### src/rtl/fifo_pkt_sequencer.sv
// Packet-boundary sequencer for the convertible FIFO: RECV -> CPU -> DRAIN hand-off,
// with a command/status register pair on the peripheral bus.
module fifo_pkt_sequencer #(
    parameter int unsigned CTRL_WIDTH = 8,
    parameter logic [63:0] CMD_ADDR   = 64'h10,
    parameter logic [63:0] STAT_ADDR  = 64'h11,
    parameter int unsigned TIMEOUT    = 65535
) (
    input  logic                  clk,
    input  logic                  rst,
    input  logic                  in_wr,
    input  logic [CTRL_WIDTH-1:0] in_ctrl,
    input  logic                  fifo_empty,
    input  logic [63:0]           cpu_addr,
    input  logic [63:0]           cpu_din,
    input  logic                  cpu_wen,
    output logic [63:0]           cpu_dout,
    output logic [1:0]            mode,
    output logic                  in_block,
    output logic                  drain_start,
    output logic                  irq
);

    localparam int unsigned ST_W   = 3;
    localparam int unsigned CNT_W  = 16;
    localparam int unsigned TMR_W  = 32;
    localparam int unsigned DATA_W = 64;

    localparam logic [ST_W-1:0] S_IDLE  = 3'd0;
    localparam logic [ST_W-1:0] S_HDR   = 3'd1;
    localparam logic [ST_W-1:0] S_BODY  = 3'd2;
    localparam logic [ST_W-1:0] S_CPU   = 3'd3;
    localparam logic [ST_W-1:0] S_DRAIN = 3'd4;

    localparam logic [CNT_W-1:0] CNT_MAX  = 16'hFFFF;
    localparam logic [TMR_W-1:0] TMR_LAST = TMR_W'(TIMEOUT) - TMR_W'(1);

    logic [ST_W-1:0]   state_q,       state_d;
    logic [CNT_W-1:0]  word_cnt_q,    word_cnt_d;
    logic [CNT_W-1:0]  pkt_cnt_q,     pkt_cnt_d;
    logic [CNT_W-1:0]  tmo_cnt_q,     tmo_cnt_d;
    logic [TMR_W-1:0]  tmr_q,         tmr_d;
    logic              err_q,         err_d;
    logic              drain_start_q, drain_start_d;
    logic [DATA_W-1:0] cpu_dout_q,    cpu_dout_d;

    logic              cmd_wr;
    logic              rel_req;
    logic              err_clr;
    logic              ctrl_nz;
    logic              tmo_hit;
    logic [CNT_W-1:0]  word_inc;
    logic [1:0]        state_code;
    logic              unused_din;

    assign unused_din = ^cpu_din[63:2];

    // Next-state, counters and status read data
    always_comb begin
        state_d    = state_q;
        word_cnt_d = word_cnt_q;
        pkt_cnt_d  = pkt_cnt_q;
        tmo_cnt_d  = tmo_cnt_q;
        tmr_d      = tmr_q;
        err_d      = err_q;

        cmd_wr   = cpu_wen && (cpu_addr == CMD_ADDR);
        rel_req  = cmd_wr && cpu_din[0];
        err_clr  = cmd_wr && cpu_din[1];
        ctrl_nz  = (in_ctrl != '0);
        tmo_hit  = (TIMEOUT != 0) && (tmr_q == TMR_LAST);
        word_inc = (word_cnt_q == CNT_MAX) ? word_cnt_q : word_cnt_q + CNT_W'(1);

        // Clear is applied first so a same-cycle error set overrides it
        if (err_clr) begin
            err_d = 1'b0;
        end

        case (state_q)
            S_IDLE: begin
                if (in_wr && ctrl_nz) begin
                    state_d    = S_HDR;
                    word_cnt_d = CNT_W'(1);
                end
            end
            S_HDR: begin
                if (in_wr) begin
                    word_cnt_d = word_inc;
                    if (!ctrl_nz) begin
                        state_d = S_BODY;
                    end
                end
            end
            S_BODY: begin
                if (in_wr) begin
                    word_cnt_d = word_inc;
                    if (ctrl_nz) begin
                        state_d = S_CPU;
                        tmr_d   = '0;
                    end
                end
            end
            S_CPU: begin
                tmr_d = tmr_q + TMR_W'(1);
                if (in_wr) begin
                    err_d = 1'b1;
                end
                if (rel_req) begin
                    state_d = S_DRAIN;
                end else if (tmo_hit) begin
                    state_d   = S_DRAIN;
                    tmo_cnt_d = tmo_cnt_q + CNT_W'(1);
                end
            end
            S_DRAIN: begin
                if (in_wr) begin
                    err_d = 1'b1;
                end
                // drain_start_q marks the first DRAIN cycle, where empty is not yet trusted
                if (!drain_start_q && fifo_empty) begin
                    state_d   = S_IDLE;
                    pkt_cnt_d = pkt_cnt_q + CNT_W'(1);
                end
            end
            default: state_d = S_IDLE;
        endcase

        drain_start_d = (state_d == S_DRAIN) && (state_q != S_DRAIN);

        case (state_q)
            S_CPU:   state_code = 2'd1;
            S_DRAIN: state_code = 2'd2;
            default: state_code = 2'd0;
        endcase

        cpu_dout_d = (cpu_addr == STAT_ADDR)
                   ? {state_code, err_q, 13'd0, pkt_cnt_q, tmo_cnt_q, word_cnt_q}
                   : '0;
    end

    always_ff @(posedge clk) begin
        if (rst) begin
            state_q       <= S_IDLE;
            word_cnt_q    <= '0;
            pkt_cnt_q     <= '0;
            tmo_cnt_q     <= '0;
            tmr_q         <= '0;
            err_q         <= 1'b0;
            drain_start_q <= 1'b0;
            cpu_dout_q    <= '0;
        end else begin
            state_q       <= state_d;
            word_cnt_q    <= word_cnt_d;
            pkt_cnt_q     <= pkt_cnt_d;
            tmo_cnt_q     <= tmo_cnt_d;
            tmr_q         <= tmr_d;
            err_q         <= err_d;
            drain_start_q <= drain_start_d;
            cpu_dout_q    <= cpu_dout_d;
        end
    end

    assign mode        = (state_q == S_CPU)   ? 2'd1 :
                         (state_q == S_DRAIN) ? 2'd2 : 2'd0;
    assign in_block    = (state_q == S_CPU) || (state_q == S_DRAIN);
    assign irq         = (state_q == S_CPU);
    assign drain_start = drain_start_q;
    assign cpu_dout    = cpu_dout_q;

endmodule

### config.mk
export PLATFORM = sky130hd
export DESIGN_NAME = fifo_pkt_sequencer
export DESIGN_NICKNAME = d
export VERILOG_FILES = /design/src/rtl/fifo_pkt_sequencer.sv
export SDC_FILE = /design/constraint.sdc
export NUM_CORES = 1
export LEC_CHECK = 0
export ABC_AREA = 1
export CAP_MARGIN = 20
export CORE_UTILIZATION = 48
export DETAILED_ROUTE_END_ITERATION = 8
export PLACE_DENSITY = 0.81
export SLEW_MARGIN = 40
export SYNTH_ARGS = -nofsm -noshare
export SYNTH_HDL_FRONTEND = slang
export SYNTH_SLANG_ARGS = --single-unit
### constraint.sdc
create_clock -name clk -period 2.3 [get_ports clk]
set_input_delay 0.46 -clock clk [delete_from_list [all_inputs] [get_ports clk]]
set_output_delay 0.46 -clock clk [all_outputs]
set_load 0.01 [all_outputs]
==> results.tsv, run 1 <==
stage	metric	value	unit
cts	hold_buffers	0	
flow_run	drv_cap	0	
timing	timing.max_slew.rel_slack	0.624	
critical_path	crit_path_end	mode[1]	
critical_path	worstPathRequired	1.84	ns
timing	fin_setup_tns	0	ns
critical_path	r2r_cells	9	
detailed_routing	drt_iter0_markers	652	
finish	ff_latch_area	2720	sq um
finish	drive_above_1_share	0.0726	
critical_path	worst_path_dominant_cell_family	buffers and inverters	
cts	clk_transition_reported_paths	0.06	ns
timing	max_freq	0.456	GHz
critical_path	critical_path_cell_count	4	
critical_path	critical_path.endpoint_type	output port	
timing	setup_ws	0.109	ns
critical_path	r2r-start	word_cnt_q[1]	
placed_design	pre_cts_ws	-0.0141	ns
finish	multiInputGateArea	3670	sq um
logic_synthesis	yosysUniqueCellTypes	40	
floorplan	num_rows	43	
critical_path	worst-path-buf-inv	3	
detailed_routing	route.detailed.drc	0	
floorplan	floorplan.initialDensity	0.498	
timing	final_period_minus_worst_setup_slack	2.19	ns
timing	worst_slew_pin_slew	0.559	ns
critical_path	timing.rr.end	word_cnt_q[1]	
cts	cts_buffers	17	
pwr	power.static_leakage	3.30	nW
detailed_routing	total_routed_length	18800	um
critical_path	critical_path.startpoint_type	flip-flop	
global_route	globalRouteTotalUtil	0.264	
logic_synthesis	postSynthAreaPerCell	6.68	sq um
critical_path	timing.reg2reg.setup_slack	0.43	ns
logic_synthesis	yosys_warnings	0	
critical_path	cp.arrival	1.73	ns
pwr	irDropWorstVdd	0.792	mV
cts	clk_path_buf_depth	2	
placed_design	number_of_cells_after_detailed_placement	1345	
logic_synthesis	synth.ff_latch_count	136	
detailed_routing	drt_pass1_iterations	5	
logic_synthesis	post_synthesis_cell_area	6990	sq um
detailed_routing	detail-route-antenna-nets	0	
critical_path	crit_path_max_fanout	5	
floorplan	die_height	123	um
logic_synthesis	synth-main-ff-cell	sky130_fd_sc_hd__dfxtp_1	
cts	cts_htree_levels	4	
placed_design	globalplace.congestion	0.945	
global_route	grt_start_max_net_pins	46	
detailed_routing	route.detailed.wl_per_inst	13.6	um
timing	post-route-period-util	0.952	
critical_path	crit_path_slowest_cell	sky130_fd_sc_hd__clkdlybuf4s50_1	
detailed_routing	route.vias.total	7119	
run_status	run_status	completed	
cts	cts_root_buf	sky130_fd_sc_hd__clkbuf_16	
floorplan	die_width	123	um
floorplan	ios	210	
floorplan	core_area	14000	sq um
floorplan	design.die.area	15000	sq um
critical_path	worstPathCellList	inv_2 -> nand3_2 -> inv_1 -> clkdlybuf4s50_1	
timing	unrepaired_setup_endpoints_after_global_routing	no	
global_route	grt_remaining_overflow	0	
min_path	worst_hold_path_type	reg -> reg	
global_route	initial_antenna_violation_count	0	
finish	finish.cell_count_without_fillers	1379	
critical_path	cpPeakStageDelay	0.56	ns
timing	report.final.slew_viol_count	0	
logic_synthesis	synth_sequential_area_ratio	0.390	
timing	whs	0.463	ns
finish	number_of_antenna_cells_inserted	0	
placed_design	placement.io_buffers	134	
logic_synthesis	ys_async_sr_fraction	0	
finish	fillCellCount	1210	
placed_design	dp_hpwl	13500	um
finish	areaGrowthSynthToFinish	30.6	%
global_route	first_global_vias	6534	
critical_path	worstSetupPathType	reg -> out	
global_route	grt_first_pass_wirelength	30900	um
timing	setup_viol	0	
detailed_routing	routed_via_density	5.16	
logic_synthesis	post_synth_edffs	0	
critical_path	worstSetupStartpoint	state_q[0]	
cts	clk-insertion-delay-late	0.43	ns
finish	layout.nets	1332	
logic_synthesis	synth_cells	1046	
cts	tritoncts_clock_tree	yes	
timing	fin_skew	0.0101	ns
pwr	power-per-cell-area	582	nW/um^2
cts	clock_sinks	136	
timing	hold_violations	0	
## repair_timing
item | in CTS | in global routing
resized for setup | 5 | 0
setup endpoints to repair | 3 | 0
setup buffers | 1 | 0
## cell usage in the layout, fill, tap and decap left out, types with 6 or more instances in the layout
cell / instances
sky130_fd_sc_hd__nand2_1: 235
sky130_fd_sc_hd__nor2_1: 208
sky130_fd_sc_hd__dfxtp_1: 135
sky130_fd_sc_hd__clkdlybuf4s50_1: 130
sky130_fd_sc_hd__inv_1: 107
sky130_fd_sc_hd__a21oi_1: 72
sky130_fd_sc_hd__nand3_1: 65
sky130_fd_sc_hd__nand4_1: 35
sky130_fd_sc_hd__nor3_1: 34
sky130_fd_sc_hd__xor2_1: 28
sky130_fd_sc_hd__o21ai_0: 20
sky130_fd_sc_hd__clkbuf_16: 17
sky130_fd_sc_hd__conb_1: 13
sky130_fd_sc_hd__buf_4: 11
sky130_fd_sc_hd__inv_2: 6
## state kept, by name, summed over array words and instances, names as in the netlist
name	count
cpu_dout	51
tmr_q	32
pkt_cnt_q	16
tmo_cnt_q	16
word_cnt_q	16
state_q	3
drain_start	1
err_q	1
## cells by family after synthesis
logic type | share of synthesized area
adder cells (fa/ha/maj) | 0.00895
AO/OA/AOI/OAI | 0.0786
AND/OR/NAND/NOR | 0.394
XOR/XNOR | 0.0351
flip-flops | 0.390
other | 0.000537
buffers and inverters | 0.0928
## per-layer routing
| layer | GRT usage | vias to the layer above | wire, um |
|---|---|---|---|
| li1 | - | 3608 | - |
| met1 | 0.345 | 3247 | 8450 |
| met2 | 0.425 | 244 | 8880 |
| met3 | 0.0609 | 20 | 1230 |
| met4 | 0.0877 | 0 | 223 |
| met5 | 0 | - | 0 |
## cell usage after synthesis, types with 2 or more instances
library cell                 n  area share
sky130_fd_sc_hd__inv_2       6      0.0032
sky130_fd_sc_hd__nand4_1    35       0.031
sky130_fd_sc_hd__inv_1     107       0.057
sky130_fd_sc_hd__nor3b_1     3      0.0032
sky130_fd_sc_hd__nor2_2      2      0.0018
sky130_fd_sc_hd__a21o_1      2      0.0021
sky130_fd_sc_hd__nor3_1     34       0.024
sky130_fd_sc_hd__nand2_1   235        0.13
sky130_fd_sc_hd__o22ai_1     2      0.0018
sky130_fd_sc_hd__buf_4      14       0.015
sky130_fd_sc_hd__o21bai_2    2      0.0032
sky130_fd_sc_hd__nand3_2     5      0.0072
sky130_fd_sc_hd__nand3_1    65       0.047
sky130_fd_sc_hd__nor2_4      4      0.0064
sky130_fd_sc_hd__and2_1      2      0.0018
sky130_fd_sc_hd__nor3_2      3      0.0043
sky130_fd_sc_hd__nand3b_1    5      0.0054
sky130_fd_sc_hd__nor4_1      3      0.0027
sky130_fd_sc_hd__nand2_4     2      0.0032
sky130_fd_sc_hd__nor2_1    208        0.11
sky130_fd_sc_hd__dfxtp_1   136        0.39
sky130_fd_sc_hd__o21ai_0    20       0.014
sky130_fd_sc_hd__clkbuf_1   18      0.0097
sky130_fd_sc_hd__or2_2       5      0.0045
sky130_fd_sc_hd__nand2_2     4      0.0036
sky130_fd_sc_hd__xor2_1     28       0.035
sky130_fd_sc_hd__a21oi_1    72       0.052
sky130_fd_sc_hd__ha_1        5      0.0090
sky130_fd_sc_hd__buf_2       7      0.0050
sky130_fd_sc_hd__o21a_1      2      0.0021
## stage by stage
step / power, W / area [sq um] / utilization
after global placement: 0.00272 / 8510 / 0.606
after CTS: 0.00534 / 9130 / 0.650
final: 0.00531 / 9130 / 0.650
after global routing: 0.00549 / 9130 / 0.650
after detailed placement: 0.00272 / 8510 / 0.606
after floorplan: 0.00256 / 7030 / -
## area by class of cell
type | instances | share of cell area
Tap cell | 180 | 0.0247
Clock inverter | 12 | 0.0129
Sequential cell | 136 | 0.298
Clock buffer | 20 | 0.0500
Multi-Input combinational cell | 768 | 0.402
Timing Repair Buffer | 149 | 0.165
Inverter | 114 | 0.0470
## worst min-delay path by stage
stage                             start      endpoint  cells past startpoint
final                             err_q         err_q                      2
after global routing              err_q         err_q                      2
after CTS                           rst     tmr_q[20]                      3
after detailed placement  pkt_cnt_q[15]  cpu_dout[47]                      2
after global placement    pkt_cnt_q[15]  cpu_dout[47]                      2
after floorplan                   err_q  cpu_dout[61]                      2
## worst reg2reg max path, stage by stage (launching register included)
cell	delay (ns)
sky130_fd_sc_hd__dfxtp_1	0.35
sky130_fd_sc_hd__ha_1	0.23
sky130_fd_sc_hd__nand3_1	0.20
sky130_fd_sc_hd__inv_1	0.11
sky130_fd_sc_hd__and2_1	0.16
sky130_fd_sc_hd__nand4_1	0.13
sky130_fd_sc_hd__nand3_2	0.12
sky130_fd_sc_hd__clkinv_2	0.20
sky130_fd_sc_hd__o21ai_0	0.21
sky130_fd_sc_hd__nor2_1	0.05
## where the power goes
| group | leakage (nW) | internal, W | total (W) | switching [W] |
|---|---|---|---|---|
| logic | 1.93 | 0.000158 | 0.000309 | 0.000151 |
| registers | 1.10 | 0.00236 | 0.00237 | 0.00000491 |
| clock network | 0.275 | 0.00156 | 0.00263 | 0.00108 |
| total | 3.30 | 0.00408 | 0.00531 | 0.00123 |
(Power assumes the default switching activity.)
==> run 2, diff against run 1 <==
--- a/config.mk
+++ b/config.mk
@@ -7,9 +7,9 @@
 export LEC_CHECK = 0
 export ABC_AREA = 1
 export CAP_MARGIN = 20
-export CORE_UTILIZATION = 48
+export CORE_UTILIZATION = 50
 export DETAILED_ROUTE_END_ITERATION = 8
-export PLACE_DENSITY = 0.81
+export DONT_BUFFER_PORTS = 1
 export SLEW_MARGIN = 40
 export SYNTH_ARGS = -nofsm -noshare
 export SYNTH_HDL_FRONTEND = slang
==> results.tsv, run 2 (synthesized netlist as in run 1, its figures left out) <==
stage	metric	value	unit	change
cts	cts_root_buf	sky130_fd_sc_hd__clkbuf_16		
global_route	first_global_vias	5905		-9.6%
timing	worst_slew_pin_slew	0.567	ns	+0.00776 ns
detailed_routing	route.detailed.drc	0		unchanged
timing	fin_setup_tns	0	ns	unchanged
cts	cts_htree_levels	4		unchanged
critical_path	critical_path.endpoint_type	output port		
critical_path	worstSetupPathType	reg -> out		
floorplan	design.die.area	14500	sq um	-3.9%
critical_path	cp.arrival	1.65	ns	-0.08 ns
timing	unrepaired_setup_endpoints_after_global_routing	no		
placed_design	placedInstanceArea	7110	sq um	-16%
pwr	p_switching	0.00116	W	-6.1%
critical_path	crit_path_max_fanout	14		+9
floorplan	floorplan.initialDensity	0.519		+0.0218
finish	most-common-layout-cells	235 x sky130_fd_sc_hd__nand2_1, 208 x sky130_fd_sc_hd__nor2_1, 136 x sky130_fd_sc_hd__dfxtp_1, 107 x sky130_fd_sc_hd__inv_1, 72 x sky130_fd_sc_hd__a21oi_1		
cts	post-cts-setup-buffer-count	0		-1
cts	clk_path_buf_depth	2		unchanged
timing	post-route-period-util	0.918		-0.0343
detailed_routing	route.detailed.wl_per_inst	13.2	um	-2.8%
timing	max_freq	0.474	GHz	+3.7%
min_path	worst_hold_path_type	in -> reg		
cts	tritoncts_clock_tree	yes		
placed_design	dp_hpwl	11700	um	-13%
detailed_routing	drt_pass1_iterations	5		unchanged
detailed_routing	drt_iter0_markers	435		-33%
global_route	grt_remaining_overflow	0		unchanged
finish	postLayoutCellArea	7720	sq um	-15%
run_status	run_status	completed		
finish	largest_reg_flops	51		unchanged
placed_design	globalplace.congestion	0.924		-2.2%
global_route	globalRoute.busiestLayer	met2		
global_route	grt_start_max_net_pins	60		+30%
timing	fin_skew	0.00731	ns	-0.00274 ns
pwr	power-per-cell-area	684	nW/um^2	+18%
timing	timing.max_slew.rel_slack	0.619		-0.00579
finish	layout.cells.most_common	sky130_fd_sc_hd__nand2_1		
pwr	irDropWorstVdd	0.655	mV	-17%
floorplan	die_width	120	um	-2.0%
detailed_routing	total_routed_length	16400	um	-13%
timing	report.final.slew_viol_count	0		unchanged
pwr	power.sequential.fraction	0.448		+0.002
global_route	gr-usage-met2	0.382		-0.0430
global_route	initial_antenna_violation_count	0		unchanged
critical_path	worstPathRequired	1.84	ns	about the same
global_route	grt_first_pass_wirelength	27900	um	-9.6%
floorplan	num_rows	42		-2.3%
cts	clk-insertion-delay-late	0.42	ns	about the same
timing	hold_violations	0		unchanged
placed_design	placement.io_buffers	0		-100%
pwr	comb_power_share	0.027		-0.031
finish	layout.nets	1193		-10%
finish	areaGrowthSynthToFinish	10.4	%	
timing	whs	0.111	ns	-0.352 ns
floorplan	ios	210		unchanged
cts	clk_transition_reported_paths	0.06	ns	about the same
detailed_routing	routed_via_density	5.06		-2.0%
flow_run	drv_cap	0		unchanged
cts	clock_sinks	136		unchanged
pwr	power.switching_fraction	0.219		-0.0130
detailed_routing	detail-route-antenna-nets	0		unchanged
pwr	power.static_leakage	2.76	nW	-16%
floorplan	core_area	13500	sq um	-4.2%
critical_path	critical_path.startpoint_type	flip-flop		
cts	hold_buffers	0		unchanged
global_route	global_route.usage.met1	0.326		-0.0187
cts	ctsResizeCount	0		-5
detailed_routing	route.vias.total	6250		-12%
global_route	globalRouteTotalUtil	0.241		-0.0220
finish	number_of_antenna_cells_inserted	0		unchanged
floorplan	die_height	120	um	-2.0%
finish	drive_above_1_share	0.0745		+0.00197
timing	final_period_minus_worst_setup_slack	2.11	ns	-0.0788 ns
timing	setup_viol	0		unchanged
pwr	power.share.clock	0.525		+0.029
pwr	internal-power	0.00412	W	+1.2%
global_route	grt_util_met3	0.0594		-0.00144
cts	cts_buffers	17		unchanged
==> run 2: path summary, 6_finish.rpt <==
path	startpoint	endpoint	slack [ns]	cells past startpoint
setup / recovery	state_q[2]	in_block	0.19	6
hold reg to reg	tmo_cnt_q[14]	tmo_cnt_q[14]	0.46	2
setup reg to reg	word_cnt_q[1]	word_cnt_q[1]	0.42	9
hold / removal	rst	tmr_q[28]	0.11	1
==> run 2: layer usage <==
metal / wire (um) / vias up
li1: - / 3329
met1: 7970 / 2779
met2: 7430 / 126
met3: 775 / 16
met4: 184 / 0
met5: 0 / -
==> run 2: metrics by stage <==
stage,util,std cells,power [W],setup slack (ns)
after floorplan,-,1058,0.00256,0.587
after global placement,0.529,1204,0.00256,0.458
after detailed placement,0.529,1204,0.00256,0.431
after CTS,0.574,1236,0.00533,0.174
after global routing,0.574,1236,0.00546,0.0823
final,0.574,1236,0.00528,0.188
==> run 2: layout make-up <==
| class | count | area (sq um) |
|---|---|---|
| flip-flops and latches | 136 | 2720 |
| inverters | 114 | 429 |
| well taps | 176 | 220 |
| clock inverters | 13 | 170 |
| clock buffers | 19 | 433 |
| repair buffers | 10 | 75.1 |
| fillers | 1351 | 5740 |
| multi-input cells | 768 | 3670 |
==> run 2: worst max-delay path, stage by stage (launching register included) <==
cell,delay [ns]
sky130_fd_sc_hd__dfxtp_1,0.40
sky130_fd_sc_hd__inv_2,0.07
sky130_fd_sc_hd__nand2_1,0.12
sky130_fd_sc_hd__nor2_4,0.04
sky130_fd_sc_hd__buf_4,0.19
sky130_fd_sc_hd__inv_2,0.22
sky130_fd_sc_hd__nand2_1,0.19
==> run 2: power by group through the flow <==
stage                     clock, W  combinational [W]  sequential, W
after floorplan                  0           0.000142        0.00242
after global placement           0           0.000141        0.00242
after detailed placement         0           0.000141        0.00242
after CTS                  0.00283           0.000142        0.00237
after global routing       0.00293           0.000162        0.00237
final                      0.00277           0.000142        0.00237
